<file path="config.mk">
export PLATFORM = sky130hd
export DESIGN_NAME = ahbl_sim_ctrl
export DESIGN_NICKNAME = d
export VERILOG_FILES = /design/src/rtl/ahbl_sim_ctrl.sv
export SDC_FILE = /design/constraint.sdc
export NUM_CORES = 1
export LEC_CHECK = 0
export ABC_AREA = 1
export CAP_MARGIN = 20
export CORE_UTILIZATION = 35
export DETAILED_ROUTE_END_ITERATION = 6
export GPL_TIMING_DRIVEN = 0
export SLEW_MARGIN = 20
export SYNTH_ARGS = -nofsm -noshare
export SYNTH_HDL_FRONTEND = slang
export SYNTH_SLANG_ARGS = --single-unit
</file>
<file path="constraint.sdc">
create_clock -name clk -period 4.5 [get_ports clk]
set_input_delay 1.125 -clock clk [delete_from_list [all_inputs] [get_ports clk]]
set_output_delay 1.125 -clock clk [all_outputs]
set_load 0.05 [all_outputs]
</file>
<file path="src/rtl/ahbl_sim_ctrl.sv">
// AHB-Lite simulation control slave: console byte FIFO, test-exit mailbox and a
// free-running cycle counter, all reached through CPU stores and loads.
module ahbl_sim_ctrl #(
    parameter int FIFO_DEPTH = 8,
    parameter int W_ADDR     = 32
) (
    input  logic              clk,
    input  logic              rst,
    input  logic              ahbls_hready,
    output logic              ahbls_hready_resp,
    output logic              ahbls_hresp,
    input  logic [W_ADDR-1:0] ahbls_haddr,
    input  logic              ahbls_hwrite,
    input  logic [1:0]        ahbls_htrans,
    input  logic [2:0]        ahbls_hsize,
    input  logic [2:0]        ahbls_hburst,
    input  logic [3:0]        ahbls_hprot,
    input  logic              ahbls_hmastlock,
    input  logic [31:0]       ahbls_hwdata,
    output logic [31:0]       ahbls_hrdata,
    output logic              out_valid,
    input  logic              out_ready,
    output logic [7:0]        out_data,
    output logic              exit_valid,
    output logic [31:0]       exit_code
);

    localparam int             PTR_W    = $clog2(FIFO_DEPTH);
    localparam logic [PTR_W:0] LVL_FULL = (PTR_W+1)'(FIFO_DEPTH);

    typedef enum logic [1:0] {
        ST_IDLE,
        ST_DATA,
        ST_ERR
    } state_t;

    typedef struct packed {
        logic [7:0] addr;
        logic       write;
        logic [2:0] size;
    } dph_t;

    state_t         state, state_nxt;
    dph_t           dph;
    logic           aph_take;
    logic           dph_done;

    logic           sel_stdout, sel_exit, sel_status, sel_cycles, sel_bad;
    logic           stdout_stall;

    logic [7:0]     mem [FIFO_DEPTH];
    logic [PTR_W:0] wr_ptr, rd_ptr, level;
    logic           fifo_full, fifo_empty, push, pop;

    logic [31:0]    cycles;
    logic [31:0]    status_word;

    // ------------------------------------------------------------------
    // Address phase capture and register decode
    // ------------------------------------------------------------------
    assign aph_take = ahbls_hready && ahbls_htrans[1];

    always_ff @(posedge clk or posedge rst) begin
        if (rst) begin
            dph <= '0;
        end else if (aph_take) begin
            dph <= '{addr: ahbls_haddr[7:0], write: ahbls_hwrite, size: ahbls_hsize};
        end
    end

    assign sel_stdout = (dph.addr[7:2] == 6'h00);
    assign sel_exit   = (dph.addr[7:2] == 6'h01);
    assign sel_status = (dph.addr[7:2] == 6'h02);
    assign sel_cycles = (dph.addr[7:2] == 6'h03);
    assign sel_bad    = |dph.addr[7:4];

    // A console write may only wait on a full FIFO; a same-cycle pop frees the slot.
    assign stdout_stall = dph.write && sel_stdout && fifo_full && !pop;

    // ------------------------------------------------------------------
    // Transfer FSM
    // ------------------------------------------------------------------
    always_ff @(posedge clk or posedge rst) begin
        if (rst) begin
            state <= ST_IDLE;
        end else begin
            state <= state_nxt;
        end
    end

    always_comb begin
        state_nxt         = state;
        ahbls_hready_resp = 1'b1;
        ahbls_hresp       = 1'b0;
        dph_done          = 1'b0;
        case (state)
            ST_IDLE: ;
            ST_DATA: begin
                if (sel_bad) begin
                    ahbls_hready_resp = 1'b0;
                    ahbls_hresp       = 1'b1;
                    state_nxt         = ST_ERR;
                end else if (stdout_stall) begin
                    ahbls_hready_resp = 1'b0;
                end else begin
                    dph_done = 1'b1;
                end
            end
            ST_ERR: ahbls_hresp = 1'b1;
            default: ;
        endcase
        if (ahbls_hready_resp) begin
            state_nxt = aph_take ? ST_DATA : ST_IDLE;
        end
    end

    // ------------------------------------------------------------------
    // Console FIFO (pointers carry a wrap bit so level is a plain difference)
    // ------------------------------------------------------------------
    assign level      = wr_ptr - rd_ptr;
    assign fifo_full  = (level == LVL_FULL);
    assign fifo_empty = (level == '0);
    assign out_valid  = !fifo_empty;
    assign out_data   = mem[rd_ptr[PTR_W-1:0]];
    assign pop        = out_valid && out_ready;
    assign push       = dph_done && dph.write && sel_stdout;

    always_ff @(posedge clk or posedge rst) begin
        if (rst) begin
            wr_ptr <= '0;
            rd_ptr <= '0;
        end else begin
            if (push) wr_ptr <= wr_ptr + 1'b1;
            if (pop)  rd_ptr <= rd_ptr + 1'b1;
        end
    end

    always_ff @(posedge clk) begin
        if (push) mem[wr_ptr[PTR_W-1:0]] <= ahbls_hwdata[7:0];
    end

    // ------------------------------------------------------------------
    // Exit mailbox: first completed write wins
    // ------------------------------------------------------------------
    always_ff @(posedge clk or posedge rst) begin
        if (rst) begin
            exit_valid <= 1'b0;
            exit_code  <= '0;
        end else if (dph_done && dph.write && sel_exit && !exit_valid) begin
            exit_valid <= 1'b1;
            exit_code  <= ahbls_hwdata;
        end
    end

    // ------------------------------------------------------------------
    // Cycle counter
    // ------------------------------------------------------------------
    always_ff @(posedge clk or posedge rst) begin
        if (rst) begin
            cycles <= '0;
        end else if (dph_done && dph.write && sel_cycles) begin
            cycles <= ahbls_hwdata;
        end else begin
            cycles <= cycles + 32'd1;
        end
    end

    // ------------------------------------------------------------------
    // Read data: only live during a completing read of STATUS or CYCLES
    // ------------------------------------------------------------------
    assign status_word = {15'd0, exit_valid, 8'(level), 6'd0, fifo_empty, fifo_full};

    always_comb begin
        ahbls_hrdata = '0;
        if (dph_done && !dph.write) begin
            if (sel_status)      ahbls_hrdata = status_word;
            else if (sel_cycles) ahbls_hrdata = cycles;
        end
    end

    logic unused_ok;
    assign unused_ok = ^{ahbls_haddr[W_ADDR-1:8], ahbls_htrans[0], ahbls_hburst,
                         ahbls_hprot, ahbls_hmastlock, dph.addr[1:0], dph.size};

endmodule

</file>
## After elaboration in Yosys (flattened, before gate mapping)

Memory sizes are Yosys's and may differ from the RTL's.
Index checks and enable logic that the tools add are counted.
W data, S select, Z words.

- Register bits: 84
- Latch bits: 0
- RAM bits: 64
- Bits in read-only memories: 0
- Input bits: 82
- Output and inout port bits: 76
- Logic and storage cells: 56
- Memories: 1

- Add/sub/neg operators: 4
- Multiply operators: 0
- Divide/modulo/power cells: 0
- Magnitude comparators: 0
- Eq/ne operators: 6
- Shift operators: 0
- Multiplexer cells: 16
- Bitwise gates (word level): 0
- Reductions and logical operators: 21

Memories:

| name | depth | width | rd ports | clocked after memory_dff | wr ports | line | source |
|---|---|---|---|---|---|---|---|
| mem | 8 | 8 | 1 | 0 | 1 | 51 | `logic [7:0] mem [FIFO_DEPTH];` |

Operator list:

| kind | number |
|---|---|
| $mux W32 | 4 |
| $add A32 B1 Y32 const B | 1 |
| $eq A6 B2 Y1 const B | 2 |
| $logic_and A1 B1 Y1 | 11 |
| $add A4 B1 Y4 const B | 2 |
| $mux W1 | 8 |
| $eq A6 B1 Y1 const B | 1 |
| $logic_not A6 Y1 | 1 |
| $mux W2 | 3 |
| $eq A4 B4 Y1 const B | 1 |
| $logic_not A1 Y1 | 4 |
| $logic_not A4 Y1 | 1 |
| $reduce_bool A2 Y1 | 2 |
| $reduce_or A4 Y1 | 1 |
| $sub A4 B4 Y4 | 1 |
| $eq A2 B1 Y1 const B | 1 |
| $eq A2 B2 Y1 const B | 1 |
| $pmux W1 S2 | 1 |
| $reduce_and A2 Y1 | 1 |

## Depth between registers and ports, before layout

Gate-level depths: netlist of the first run.

- Word-level depth: 13
- Depth in mapped cells: 14
- Mapped depth without buffers: 12

## Worst setup path before layout of the first run

OpenSTA, ideal clock, no wires.

- Path type: register -> output
- Start point: register rd_ptr[1]
- End point: output port ahbls_hrdata[1]
- Data arrival time: 3301 ps
- Data required time: 3375 ps
- Path slack: 74 ps
- Cell stages (with the launch flop): 11
- Buffers on the path: 2
- Cells stage by stage: dfrtp_1 > clkbuf_1 > inv_1 > buf_1 > fa_1 > or2_1 > nor2_1 > nand3_1 > nor2_1 > a21oi_1 > nor2_1

- Cells in the longest elaborated chain, start to end: 11
- Elaborated cells between the ends (all ways): 14
- Those cells by class: add/sub: 1; eq/ne: 1; mux: 5; reduce/logical: 7

Ends and longest elaborated chain:

| item | line | source |
|---|---|---|
| start, declared | 52 | `logic [PTR_W:0] wr_ptr, rd_ptr, level;` |
| start signal, assigned | 134 | `if (pop) rd_ptr <= rd_ptr + 1'b1;` |
| $sub A4 B4 Y4 | 120 | `assign level = wr_ptr - rd_ptr;` |
| $logic_not A4 Y1 | 122 | `assign fifo_empty = (level == '0);` |
| $logic_not A1 Y1 | 123 | `assign out_valid = !fifo_empty;` |
| net out_valid | 21 | `output logic out_valid,` |
| $logic_and A1 B1 Y1 | 125 | `assign pop = out_valid && out_ready;` |
| $logic_not A1 Y1 | 78 | `assign stdout_stall = dph.write && sel_stdout && fifo_full && !pop;` |
| $logic_and A1 B1 Y1 | 78 |  |
| $mux W1 | 103 | `end else if (stdout_stall) begin` |
| $mux W1 | 99 | `if (sel_bad) begin` |
| $mux W1 | 96 | `case (state)` |
| $logic_and A1 B1 Y1 | 175 | `if (dph_done && !dph.write) begin` |
| $mux W32 | 175 |  |
| end, declared | 20 | `output logic [31:0] ahbls_hrdata,` |

The timed path passes the listed nets, and every way through them passes these cells.

## Final worst setup path of the first run

- Start point: register rd_ptr[1]
- End point: output port ahbls_hrdata[10]

- Cells in the longest elaborated chain, start to end: 11
- Elaborated cells between the ends (all ways): 14
- Those cells by class: add/sub: 1; eq/ne: 1; mux: 5; reduce/logical: 7

Ends and longest elaborated chain:

| item | line |
|---|---|
| $sub A4 B4 Y4 * | 120 |
| $logic_not A4 Y1 | 122 |
| $logic_not A1 Y1 | 123 |
| $logic_and A1 B1 Y1 | 125 |
| $logic_not A1 Y1 | 78 |
| $logic_and A1 B1 Y1 | 78 |
| $mux W1 | 103 |
| $mux W1 | 99 |
| $mux W1 | 96 |
| $logic_and A1 B1 Y1 | 175 |
| $mux W32 * | 175 |

Every way passes the cells marked *; elsewhere a longest branch is shown, timed or not.

==> qor.yml, run 1 <==
status:
  status: "complete, no violations"
place:
  gp_congestion: 0.8818
  io_buffer_count: 119
  place_hpwl_um: 16090
pwr:
  ir_worst_vdd_mv: 0.2754
  powerDensity_nw_per_um2: 450.5
  leakage_uw: 0.003947
detailed_routing:
  antenna_left: 0
  drt_iter0_markers: 338
  routed_via_density: 4.914
  wl_um: 21810
  vias: 6506
  drcViolationCount: 0
  first_pass_iters: 4
  wl_per_cell_um: 16.47
critical_path:
  slowest_delay_ns: 0.48
  end_kind: "primary output"
  critPathSlowestCell: "dfrtp_2"
  critPathLaunchType: "flop"
  path_buf_inv: 4
  arrival_ns: 3.22
  crit_path_max_fanout: 11
  crit_type: "reg -> out"
  path_cells: "inv_2 -> buf_6 -> fa_1 -> or2_1 -> nor2_2 -> nand3_2 -> nand4_1 -> buf_2 -> nor2_1 -> clkdlybuf4s15_2"
  path_delay_family: "buffers and inverters"
  worstPathRequired_ns: 3.38
synth:
  postSynthAreaPerCell_um2: 8.604
  synthCells: 897
  synth_seq_cells: 146
  synth_area_leaders: "dfrtp_1 27%, edfxtp_1 25%, nand2_1 9.3%"
  synth_fp_nets: 988
  synth_area_um2: 7717
  yosys.area.top_type: "dfrtp_1"
  synth_cell_type_count: 35
  ys_warn_count: 0
  ys_seq_area_share_pct: 51.49
  synth_top_area_share_pct: 26.59
floorplan:
  core_um2: 21290
  die_y_um: 150.5
  pin_count: 158
  rows: 53
  die_w_um: 150.5
  die_area_um2: 22650
  start_util_pct: 36.25
clocking:
  hold_buffers: 0
  insertion_delay_ns: 0.43
  numCtsBuffers: 17
  cts_tree: "done"
  cts.path.max_buffers: 2
  clk_pin_slew_worst_paths_ns: 0.06
  htree_num_levels: 4
  clock-sinks: 146
  cts-root-buf: "clkbuf_16"
timing:
  final.min_clock_period_ns: 4.349
  hold_slack_ns: 0.5089
  post-route-period-util_pct: 96.65
  clock_skew_ns: 0.01485
  setup_violations: 0
  fmax_mhz: 229.9
  rsz0062_at_grt: "false"
  relSlewSlack_pct: 39.10
  drv_slew: 0
  hold_viol: 0
  worstMarginPinSlew_ns: 0.9101
global_route:
  grt_pass1_vias: 6227
  grt_max_degree: 49
  grt_pass1_wl_um: 34180
  grt_antenna_before_repair: 0
  grt_usage_pct: 20.23
  grt_overflow: 0
layout:
  nets: 1127
  antenna_cells: 0
  final_core_util_pct: 46.42
  layout-area-overhead-vs-synth_pct: 28.03
  drive_gt1_share_pct: 10.87
worst_hold_path:
  hold_path.class: "reg -> reg"
flow_run:
  maxCapViolCount: 0
## registers in the layout (all words and copies together), names as in the netlist
name,cells
rd_ptr,4
exit_code,32
state,2
wr_ptr,4
cycles,32
dph,7
exit_valid,1
mem,64
## where the power goes
| part | switching (uW) | leakage, uW | internal [uW] |
|---|---|---|---|
| logic | 881 | 0.00215 | 452 |
| clock network | 605 | 0.000298 | 941 |
| registers | 93.0 | 0.00150 | 1480 |
## layout by cell type, fill, tap and decap left out, drive strengths merged, types with 3 or more instances in the layout
cell	instances
nand4	5
nand3b	10
a22oi	4
edfxtp	64
bufinv	4
xnor2	5
a21oi	9
nor2	145
nand3	83
dfrtp	82
nand2	192
xor2	18
mux2	5
clkdlybuf4s50	87
ha	8
clkbuf	46
buf	37
a31oi	8
o21ai	37
clkinvlp	3
inv	93
o22ai	8
clkdlybuf4s15	11
nor3	14
o21bai	65
## per-layer routing
layer  routed length [um]  vias to the layer above  global-route usage [%]
li1                     -                     3227                       -
met1                10040                     3090                   27.98
met2                10310                      168                   31.89
met3                 1181                       21                   4.273
met4                  283                        0                   5.657
met5                    0                        -                       0
## stage by stage
| stage | TNS (ns) | cells | instance area (um^2) | power (uW) | setup WS, ns |
|---|---|---|---|---|---|
| after floorplan | 0 | 897 | 7717 | 2471 | 0.07441 |
| after global placement | -44.47 | 1291 | 9253 | 2913 | -0.7091 |
| after detailed placement | -19.12 | 1293 | 9308 | 2931 | -0.7018 |
| after CTS | 0 | 1324 | 9963 | 4479 | 0.04901 |
| after global routing | 0 | 1324 | 9881 | 4670 | 0.002770 |
| final | 0 | 1324 | 9881 | 4451 | 0.1509 |
## synth_stat cells (all sizes together)
master / number
nand2: 192
nor2: 145
inv: 87
nand3: 83
dfrtp: 82
o21bai: 65
edfxtp: 64
o21ai: 37
buf: 24
clkbuf: 20
xor2: 18
nor3: 14
nand3b: 10
a21oi: 9
a31oi: 8
ha: 8
o22ai: 8
mux2: 5
nand4: 5
xnor2: 5
a22oi: 4
a32oi: 1
clkinv: 1
fa: 1
or2: 1
## logic make-up after synthesis
family	count (synthesis)	share of synthesized area [%]
AND/OR/NAND/NOR	450	24.77
flip-flops	146	51.49
AO/OA/AOI/OAI	132	11.15
buffers and inverters	132	7.685
XOR/XNOR	23	2.610
adder cells (fa/ha/maj)	9	1.556
multiplexers	5	0.7295
## cell type report
cell class                 instances  area, um^2
buffer                            42       265.3
clock buffer                      19       432.9
clock inverter                    13       197.7
fill                            2090       11410
inverter                          88       334.1
multi-input combinational        619        3183
sequential                       146        3976
tap                              275       344.1
timing repair buffer             122        1147
## path summary, 6_finish.rpt
check | startpoint | slack (ns) | end | depth (start not counted)
setup reg to reg | wr_ptr[0] | 1.21 | mem[7][5] | 10
setup / recovery | rd_ptr[1] | 0.15 | ahbls_hrdata[10] | 10
hold / removal | dph[11] | 0.51 | dph[11] | 1
min in group asynchronous | rst | 1.06 | dph[8] | 2
max in group asynchronous | rst | 2.83 | cycles[21] | 3
hold reg to reg | dph[11] | 0.51 | dph[11] | 1
## timing repair
action,4_1_cts,5_1_grt
pin swaps,0,0
endpoints found under the setup margin,34,33
gates resized for setup,84,41
buffers inserted,1,0
(Power assumes the default switching activity.)
==> inputs of run 2 (changes only) <==
--- a/config.mk
+++ b/config.mk
@@ -5,7 +5,6 @@
 export SDC_FILE = /design/constraint.sdc
 export NUM_CORES = 1
 export LEC_CHECK = 0
-export ABC_AREA = 1
 export CAP_MARGIN = 20
 export CORE_UTILIZATION = 35
 export DETAILED_ROUTE_END_ITERATION = 6
==> qor.yml, run 2 <==
timing:
  setup_violations: 0
  rsz0062_at_grt: "false"
  setup_slack_ns: 0.2027
  fmax_mhz: 232.7
  clock_skew_ns: 0.01444
  post-route-period-util_pct: 95.49
  hold_viol: 0
  relSlewSlack_pct: 50.72
  tns_ns: 0
  final.min_clock_period_ns: 4.297
  worstMarginPinSlew_ns: 0.7352
  drv_slew: 0
clocking:
  numCtsBuffers: 17
  insertion_delay_ns: 0.43
  cts-root-buf: "clkbuf_16"
  htree_num_levels: 4
  clock-sinks: 146
  cts_setup_buffers: 0
  cts.path.max_buffers: 2
  cts_tree: "done"
  clk_pin_slew_worst_paths_ns: 0.06
  hold_buffers: 0
synth:
  synth_seq_cells: 146
  synth_fp_nets: 614
  synth_edf_count: 64
  synthCells: 523
  postSynthAreaPerCell_um2: 12.83
  synth_top_area_share_pct: 30.57
  synthMostInstantiatedCell: "dfrtp_1"
  synth_cell_type_count: 50
  synth_area_leaders: "dfrtp_1 31%, edfxtp_1 29%, mux4_2 5.4%"
  yosys.area.top_type: "dfrtp_1"
  synth_mux_area_share_pct: 12.77
  synth-compound-area-share_pct: 4.529
  synth_xor_area_share_pct: 4.958
  ys_warn_count: 0
  ys_top_cells_by_count: "82 x dfrtp_1, 64 x edfxtp_1, 45 x nand2_1, 45 x nor2_1, 39 x a21oi_1"
  ys_seq_area_share_pct: 59.20
  yosys_most_used_dff: "dfrtp_1"
  synthArstFlopShare_pct: 56.16
  synth_fa_ha_area_share_pct: 1.789
  synth_area_um2: 6713
  synth_top_family_by_area: "simple AND/OR/NAND/NOR gates"
  synth-simple-area-share_pct: 14.37
worst_hold_path:
  hold_path.class: "reg -> reg"
  worstHoldPathCells: 1
detailed_routing:
  routed_via_density: 4.970
  wl_um: 16310
  antenna_left: 0
  drcViolationCount: 0
  vias: 4528
  first_pass_iters: 4
  wl_per_cell_um: 17.90
  drt_iter0_markers: 211
pwr:
  clock_power_share_pct: 31.7
  power_frac_seq_pct: 37.3
  leakage_uw: 0.003436
  ir_worst_vdd_mv: 0.2925
  p_sw_uw: 1600
  combPwrFrac_pct: 31.0
  internal_power_uw: 3022
  powerDensity_nw_per_um2: 517.9
  p_sw_share_pct: 34.61
global_route:
  grt_pass1_vias: 4790
  grt_pass1_wl_um: 26320
  grt_antenna_before_repair: 0
  grt_usage_pct: 17.67
  grt_overflow: 0
  grt_max_degree: 45
layout:
  nets: 755
  fillers: 1667
  final_core_util_pct: 47.55
  final_cells: 911
  layout-area-overhead-vs-synth_pct: 32.94
  seq_area_um2: 3976
  multiInputGateArea_um2: 2634
  layout_commonest_cell: "clkdlybuf4s50_1"
  largest_reg_flops: 64
  drive_gt1_share_pct: 17.43
  mostFrequentLayoutCells: "114 x clkdlybuf4s50_1, 80 x dfrtp_1, 64 x edfxtp_1"
  antenna_cells: 0
critical_path:
  crit_type: "reg -> out"
  critPathLaunchType: "flop"
  worstPathRequired_ns: 3.38
  crit_path_max_fanout: 19
  end_kind: "primary output"
  r2r_cells: 9
  cp-startpoint: "rd_ptr[1]"
  arrival_ns: 3.17
  worstReg2RegStart: "rd_ptr[1]"
  endpoint: "ahbls_hrdata[0]"
  r2r_end: "mem[0][7]"
  r2r_slack_ns: 1.40
floorplan:
  core_um2: 18770
  start_util_pct: 35.77
  pin_count: 158
  rows: 50
  die_y_um: 140.5
  die_w_um: 140.5
  die_area_um2: 19740
place:
  io_buffer_count: 119
  place_inst: 881
  preCtsSetupSlack_ns: -0.9169
  gp_congestion: 0.8070
  place_hpwl_um: 11770
flow_run:
  maxCapViolCount: 0
status:
  status: "complete, no violations"
run 2: worst min-delay path by stage:
stage	start	end	slack, ns
2_1_floorplan	cycles[0]	cycles[0]	0.46
3_3_place_gp	exit_code[24]	exit_code[24]	0.47
3_5_place_dp	exit_code[30]	exit_code[30]	0.48
4_1_cts	exit_code[30]	exit_code[30]	0.49
5_1_grt	exit_code[6]	exit_code[6]	0.53
6_report	exit_code[30]	exit_code[30]	0.48
run 2: final cells by class:
class                   instances  share of cell area, %
plain buffers                  21                  1.206
clock buffers                  20                  5.356
clock inverters                12                  1.612
inverters                      13                 0.6029
multi-input cells             341                  29.51
flip-flops and latches        146                  44.56
well taps                     234                  3.281
repair buffers                124                  13.87
run 2: metrics by stage:
step	total power, uW	hold WS, ns	cell area (um^2)
3_5_place_dp	3175	0.4774	8297
5_1_grt	4836	0.5273	8924
4_1_cts	4669	0.4916	8932
6_report	4622	0.4849	8924
2_1_floorplan	2707	0.4598	6713
3_3_place_gp	3137	0.4665	8197
run 2: cells by family (layout without fill, tap and decap cells):
group,Yosys count,count (layout)
and+or+nand+nor,182,182
muxes,60,60
buffers and inverters,36,190
DFF,146,146
xor gates and xnor gates,38,38
adders and majority gates,9,9
AOI/OAI and AO/OA,52,52
run 2: what timing repair did:
item | in CTS | in global routing
setup endpoints to repair | 7 | 4
gates cloned | 0 | 0
resized for setup | 21 | 5
run 2: per-layer routing:
metal,global-route usage [%],wire length [um],vias to the layer above
li1,-,-,2165
met5,0,0,-
met4,5.606,234,0
met3,6.120,1095,17
met1,21.40,7108,2237
met2,29.58,7870,109
run 2: worst max-delay path, stage by stage, from the launching register on:
cell      delay (ns)
dfrtp_1         0.36
clkbuf_4        0.34
inv_1           0.13
ha_1            0.29
and3b_4         0.19
or3_4           0.40
and2_4          0.19
or3_2           0.41
a21oi_1         0.17
clkbuf_4        0.26
run 2: power by group through the flow:
stage	clock network (uW)	registers, uW	logic, uW
final	1470	1720	1430
after global routing	1540	1750	1550
after CTS	1490	1720	1460
after detailed placement	0	1730	1450
after global placement	0	1720	1420
after floorplan	0	1790	919
